## src/rtl/seq_pattern_gen.sv

```systemverilog
// ---------------------------------------------------------------------------
// seq_pattern_gen
//   Serial bit-pattern transmitter. On an accepted start it captures a
//   PAT_W-bit pattern and a repeat count, then shifts the pattern out
//   MSB-first, one bit per clock, for repeat_n repetitions. It feeds the
//   din input of the serial sequence-detector blocks.
//
//   Optional build macro: SEQ_GEN_GAP_EN
//     Defined   : GAP_CYC idle cycles are inserted between repetitions.
//     Undefined : repetitions are strictly back-to-back (no GAP logic).
//
// Parameters
//   PAT_W    pattern length in bits (2..16)
//   CNT_W    width of the repeat count
//   GAP_CYC  idle cycles between repetitions (1..15, gap build only)
//
// Ports
//   clk          in   rising-edge clock
//   rst          in   asynchronous reset, active low
//   start        in   run request, sampled only in IDLE
//   pattern      in   PAT_W bits to send, captured on accepted start
//   repeat_n     in   repetition count, captured on accepted start
//   abort        in   synchronous cancel, any state, priority over start
//   dout         out  serial data (0 whenever dout_vld is 0)
//   dout_vld     out  dout carries a pattern bit this cycle
//   frame_start  out  high with the MSB of every repetition
//   busy         out  high while shifting (and in gaps)
//   done         out  one-cycle completion pulse
// ---------------------------------------------------------------------------
module seq_pattern_gen #(
  parameter int PAT_W   = 5,
  parameter int CNT_W   = 8,
  parameter int GAP_CYC = 3
) (
  input  logic             clk,
  input  logic             rst,
  input  logic             start,
  input  logic [PAT_W-1:0] pattern,
  input  logic [CNT_W-1:0] repeat_n,
  input  logic             abort,
  output logic             dout,
  output logic             dout_vld,
  output logic             frame_start,
  output logic             busy,
  output logic             done
);

  localparam int               BW       = (PAT_W > 1) ? $clog2(PAT_W) : 1;
  localparam logic [BW-1:0]    LAST_BIT = BW'(PAT_W - 1);
  localparam logic [BW-1:0]    BIT_ONE  = BW'(1);
  localparam logic [CNT_W-1:0] CNT_ONE  = CNT_W'(1);

  // Reject out-of-range configurations at elaboration time.
  if ((PAT_W < 2) || (PAT_W > 16) || (GAP_CYC < 1) || (GAP_CYC > 15)) begin : g_bad_cfg
    $error("seq_pattern_gen: parameter out of legal range");
  end

`ifdef SEQ_GEN_GAP_EN
  localparam int            GAP_W     = 4;
  localparam logic [GAP_W-1:0] GAP_LOAD = GAP_W'(GAP_CYC - 1);
  typedef enum logic [1:0] {
    S_IDLE  = 2'd0,
    S_SHIFT = 2'd1,
    S_GAP   = 2'd2,
    S_DONE  = 2'd3
  } state_t;
`else
  typedef enum logic [1:0] {
    S_IDLE  = 2'd0,
    S_SHIFT = 2'd1,
    S_DONE  = 2'd3
  } state_t;
`endif

  state_t           state_q, state_d;
  logic [PAT_W-1:0] pat_q, pat_d;       // captured pattern, reloaded per repetition
  logic [PAT_W-1:0] sh_q, sh_d;         // remaining bits of current repetition, MSB next
  logic [BW-1:0]    bit_cnt_q, bit_cnt_d; // index of the bit currently on dout
  logic [CNT_W-1:0] rem_q, rem_d;       // repetitions not yet finished
  logic             dout_q, dout_d;
  logic             dout_vld_q, dout_vld_d;
  logic             frame_start_q, frame_start_d;
  logic             busy_q, busy_d;
  logic             done_q, done_d;
`ifdef SEQ_GEN_GAP_EN
  logic [GAP_W-1:0] gap_cnt_q, gap_cnt_d;
`endif

  // State, datapath and output registers.
  always_ff @(posedge clk or negedge rst) begin
    if (!rst) begin
      state_q       <= S_IDLE;
      pat_q         <= '0;
      sh_q          <= '0;
      bit_cnt_q     <= '0;
      rem_q         <= '0;
      dout_q        <= 1'b0;
      dout_vld_q    <= 1'b0;
      frame_start_q <= 1'b0;
      busy_q        <= 1'b0;
      done_q        <= 1'b0;
`ifdef SEQ_GEN_GAP_EN
      gap_cnt_q     <= '0;
`endif
    end else begin
      state_q       <= state_d;
      pat_q         <= pat_d;
      sh_q          <= sh_d;
      bit_cnt_q     <= bit_cnt_d;
      rem_q         <= rem_d;
      dout_q        <= dout_d;
      dout_vld_q    <= dout_vld_d;
      frame_start_q <= frame_start_d;
      busy_q        <= busy_d;
      done_q        <= done_d;
`ifdef SEQ_GEN_GAP_EN
      gap_cnt_q     <= gap_cnt_d;
`endif
    end
  end

  // Next-state and next-output logic; outputs default to their idle values.
  always_comb begin
    state_d       = state_q;
    pat_d         = pat_q;
    sh_d          = sh_q;
    bit_cnt_d     = bit_cnt_q;
    rem_d         = rem_q;
    dout_d        = 1'b0;
    dout_vld_d    = 1'b0;
    frame_start_d = 1'b0;
    busy_d        = 1'b0;
    done_d        = 1'b0;
`ifdef SEQ_GEN_GAP_EN
    gap_cnt_d     = gap_cnt_q;
`endif

    if (abort) begin
      // Cancel: back to the reset picture, no done pulse.
      state_d   = S_IDLE;
      pat_d     = '0;
      sh_d      = '0;
      bit_cnt_d = '0;
      rem_d     = '0;
`ifdef SEQ_GEN_GAP_EN
      gap_cnt_d = '0;
`endif
    end else begin
      case (state_q)
        S_IDLE: begin
          if (start) begin
            pat_d     = pattern;
            rem_d     = repeat_n;
            bit_cnt_d = '0;
            if (repeat_n == '0) begin
              state_d = S_DONE;
              done_d  = 1'b1;
            end else begin
              // First bit appears in the cycle right after the accepting edge.
              state_d       = S_SHIFT;
              dout_d        = pattern[PAT_W-1];
              sh_d          = {pattern[PAT_W-2:0], 1'b0};
              dout_vld_d    = 1'b1;
              frame_start_d = 1'b1;
              busy_d        = 1'b1;
            end
          end else begin
            state_d = S_IDLE;
          end
        end

        S_SHIFT: begin
          if (bit_cnt_q == LAST_BIT) begin
            // Last bit of this repetition is on dout now.
            rem_d     = rem_q - CNT_ONE;
            bit_cnt_d = '0;
            if (rem_q == CNT_ONE) begin
              state_d = S_DONE;
              done_d  = 1'b1;
            end else begin
`ifdef SEQ_GEN_GAP_EN
              state_d   = S_GAP;
              gap_cnt_d = GAP_LOAD;
              busy_d    = 1'b1;
`else
              state_d       = S_SHIFT;
              dout_d        = pat_q[PAT_W-1];
              sh_d          = {pat_q[PAT_W-2:0], 1'b0};
              dout_vld_d    = 1'b1;
              frame_start_d = 1'b1;
              busy_d        = 1'b1;
`endif
            end
          end else begin
            bit_cnt_d  = bit_cnt_q + BIT_ONE;
            dout_d     = sh_q[PAT_W-1];
            sh_d       = {sh_q[PAT_W-2:0], 1'b0};
            dout_vld_d = 1'b1;
            busy_d     = 1'b1;
          end
        end

`ifdef SEQ_GEN_GAP_EN
        S_GAP: begin
          if (gap_cnt_q == '0) begin
            state_d       = S_SHIFT;
            dout_d        = pat_q[PAT_W-1];
            sh_d          = {pat_q[PAT_W-2:0], 1'b0};
            dout_vld_d    = 1'b1;
            frame_start_d = 1'b1;
            busy_d        = 1'b1;
          end else begin
            gap_cnt_d = gap_cnt_q - 4'd1;
            busy_d    = 1'b1;
          end
        end
`endif

        S_DONE: begin
          // start is deliberately not looked at here.
          state_d = S_IDLE;
        end

        default: begin
          state_d = S_IDLE;
        end
      endcase
    end
  end

  assign dout        = dout_q;
  assign dout_vld    = dout_vld_q;
  assign frame_start = frame_start_q;
  assign busy        = busy_q;
  assign done        = done_q;

endmodule

```

## config.mk

```make
export PLATFORM = sky130hd
export DESIGN_NAME = seq_pattern_gen
export DESIGN_NICKNAME = d
export VERILOG_FILES = /design/src/rtl/seq_pattern_gen.sv
export SDC_FILE = /design/constraint.sdc
export NUM_CORES = 1
export LEC_CHECK = 0
export CORE_UTILIZATION = 49
export CTS_BUF_LIST = sky130_fd_sc_hd__clkbuf_4 sky130_fd_sc_hd__clkbuf_8
export DETAILED_ROUTE_END_ITERATION = 16
export PLACE_DENSITY = 0.81
export SYNTH_ARGS = -nofsm -noshare
export SYNTH_HDL_FRONTEND = slang
export SYNTH_SLANG_ARGS = --single-unit
```

## constraint.sdc

```tcl
create_clock -name clk -period 5.5 [get_ports clk]
set_input_delay 1.1 -clock clk [delete_from_list [all_inputs] [get_ports clk]]
set_output_delay 1.1 -clock clk [all_outputs]
set_load 0.03 [all_outputs]
```

==> impl_metrics.yaml <==
status:
  status: "finished, violations left"
  violations: "design-rule violations"
detailed_routing:
  wl_mm: 3.444
  drt-initial-drc-count: 60
  firstDrtPassIters: 14
  wl_per_cell_um: 15.80
  dr_wl_met3_um: 205
  via_per_inst: 6.431
  wl_met2_mm: 1.598
  ant_nets: 0
  met1Wirelength_mm: 1.549
  vias: 1402
  top_layer: "met4"
  route.detailed.drc: 2
global_routing:
  grt_pass1_wl_mm: 5.789
  grt_max_degree: 28
  grt_pass1_vias: 1318
  antenna_found_initial: 0
  grt.overflow.total: 0
  grt.total_usage_pct: 22.49
yosys:
  postSynthCellCount: 175
  syn_area_per_cell_sq_um: 8.758
  synth_cell_type_count: 44
  synth-seq-cells: 26
  syn_nets: 196
  synth_area_sq_um: 1533
  yosysSeqAreaShare_pct: 42.45
  yosysWarnings: 0
pwr:
  power.density_nw_per_um2: 232.3
  switching_share_pct: 30.15
  leakagePower_nw: 0.7143
  p_seq_share_pct: 52.8
  irDropWorstVdd_mv: 0.1143
  pwr-share-comb_pct: 23.4
  pwr-share-clk_pct: 23.8
  switchingPower_mw: 0.1225
  p_int_mw: 0.2837
clocking:
  cts_tree: "yes"
  cts_buffers: 3
  clk-insertion-delay-late_ns: 0.32
  clkSinkCount: 26
  clk_path_buf_depth: 2
  clockRootBuffer: "clkbuf_4"
  clk_pin_slew_ns: 0.13
  htreeDepth: 1
  postCtsHoldBufs: 0
  cts-resized-gates: 0
  post_cts_buffers: 0
timing:
  worstMarginPinSlew_ns: 1.162
  hold_viol: 0
  setup_viol: 0
  grt_setup_unrepaired: "false"
  timing.final.crit_period_ns: 2.641
  timing.fmax_mhz: 378.7
  finalMaxSlewViolations: 0
  finalClockSkew_ns: 0.003979
  max_slew_margin_pct: 22.30
  setup_tns_ns: 0
  finalCritPeriodShare_pct: 48.01
critical_path:
  startpoint_type: "input pin"
  critical_path_class: "in -> reg"
  crit_fanout: 7
  worst_setup_path_end_kind: "flop"
  crit_required_ns: 5.71
  arrival_ns: 2.85
finish:
  fillers: 259
  final_cell_mix: "dfrtp_1 (26), clkdlybuf4s50_1 (21), nand2_1 (19)"
  num_antenna_cells: 0
  fin_cells: 218
  layout_commonest_cell: "dfrtp_1"
  drive_above_1_share_pct: 5.882
  fin_nets: 209
  syn_to_final_growth_pct: 14.12
place:
  port_buffers: 21
  hpwl_mm: 2.466
  gp_congestion: 0.8729
  dpl.cell_count: 214
floorplan:
  dieArea_sq_um: 3356
  die_w_um: 57.93
  core_area_sq_um: 2853
  std_cell_rows: 19
  boundaryPins: 22
  start_util_pct: 53.73
  die_h_um: 57.93
run:
  cap_violations: 0
hold_path:
  hold_path_class: "reg -> reg"
registers in the layout, indices dropped and copies added, names as in the netlist:
name,count
state_q,2
frame_start,1
busy,1
pat_q,5
bit_cnt_q,3
rem_q,8
dout,1
done,1
sh_q,4
power groups by stage:
stage	Combinational (mW)	Clock [mW]	Sequential (mW)
floorplan	0.0632	0	0.217
global placement	0.0916	0	0.217
detailed placement	0.0941	0	0.218
CTS	0.0943	0.0985	0.214
global route	0.105	0.107	0.216
finish	0.0951	0.0967	0.214
per-layer routing:
metal,vias up,global-route usage [%]
met5,-,0
met4,0,9.524
met3,13,3.125
met2,62,38.10
met1,671,28.82
li1,656,-
cell usage after synthesis:
| cell type | instances | area (sq um) |
|---|---|---|
| nor3b_2 | 1 | 12.51 |
| nor2b_1 | 2 | 12.51 |
| dfrtp_1 | 26 | 650.6 |
| a222oi_1 | 1 | 10.01 |
| nand4b_1 | 3 | 26.28 |
| buf_6 | 2 | 22.52 |
| nand3_1 | 5 | 25.02 |
| a221oi_1 | 1 | 8.760 |
| nor3b_1 | 1 | 7.510 |
| or3_4 | 1 | 11.26 |
| a31oi_1 | 3 | 18.77 |
| o21ai_1 | 1 | 5.000 |
| or2_2 | 1 | 6.260 |
| o41ai_1 | 3 | 26.28 |
| o31a_1 | 1 | 8.760 |
| a41o_1 | 1 | 10.01 |
| or4b_2 | 1 | 10.01 |
| ha_1 | 4 | 50.05 |
| a41oi_1 | 1 | 8.760 |
| a21o_2 | 1 | 8.760 |
| o21a_1 | 2 | 15.01 |
| and3_1 | 4 | 25.02 |
| a21oi_1 | 17 | 85.08 |
| a221oi_2 | 1 | 15.01 |
| nand2b_4 | 1 | 13.76 |
| or2_1 | 1 | 6.260 |
| nor4_1 | 1 | 6.260 |
| buf_2 | 1 | 5.000 |
| a211oi_1 | 7 | 52.55 |
| nor3_1 | 6 | 30.03 |
| nand4_1 | 1 | 6.260 |
| nand2_1 | 19 | 71.32 |
| o21ai_0 | 10 | 50.05 |
| a21o_1 | 1 | 7.510 |
| buf_4 | 1 | 7.510 |
| clkbuf_1 | 9 | 33.78 |
| nand2b_1 | 3 | 18.77 |
| o2bb2ai_1 | 1 | 8.760 |
| inv_1 | 5 | 18.77 |
| nand3b_1 | 1 | 7.510 |
| nor2_1 | 16 | 60.06 |
| o32ai_1 | 1 | 8.760 |
| or4_1 | 2 | 15.01 |
| and2_1 | 4 | 25.02 |
cell type report:
| class | count | area [sq um] | share of cell area, % |
|---|---|---|---|
| clock buffer | 4 | 36.28 | 2.074 |
| multi-input combinational | 131 | 794.5 | 45.42 |
| inverter | 5 | 18.77 | 1.073 |
| sequential | 26 | 650.6 | 37.20 |
| timing repair buffer | 21 | 210.2 | 12.02 |
| tap | 31 | 38.79 | 2.217 |
worst max-delay path, cell delays in order:
cell             delay, ns
clkdlybuf4s50_1       0.54
nor3b_2               0.46
o21a_1                0.25
nor2_1                0.10
o41ai_1               0.39
per-stage QoR:
step	total power [mW]	setup WS, ns	util (%)	hold slack (ns)	cell area [sq um]
global placement	0.3089	2.611	60.04	0.5087	1713
finish	0.4063	2.859	61.32	0.5352	1749
CTS	0.4069	2.882	61.32	0.5353	1749
floorplan	0.2801	3.154	-	0.4837	1533
global route	0.4283	2.756	61.32	0.5697	1749
detailed placement	0.3120	2.542	60.04	0.5169	1713
worst paths after layout:
| path | from | end | slack, ns | depth (start not counted) |
|---|---|---|---|---|
| setup / recovery | start | sh_q[2] | 2.86 | 5 |
| hold / removal | pat_q[1] | pat_q[1] | 0.54 | 2 |
| setup reg to reg | state_q[0] | sh_q[2] | 3.26 | 4 |
| hold reg to reg | pat_q[1] | pat_q[1] | 0.54 | 2 |
| max in group asynchronous | rst | dout | 3.43 | 1 |
| min in group asynchronous | rst | frame_start | 1.38 | 1 |
cells by family after synthesis:
logic type	after synthesis	share of synthesized area, %
and+or+nand+nor	74	25.88
AOI/OAI and AO/OA	53	22.69
DFF	26	42.45
adders and majority gates	4	3.265
buffers and inverters	18	5.714
Power figures use the tool's default switching activity.
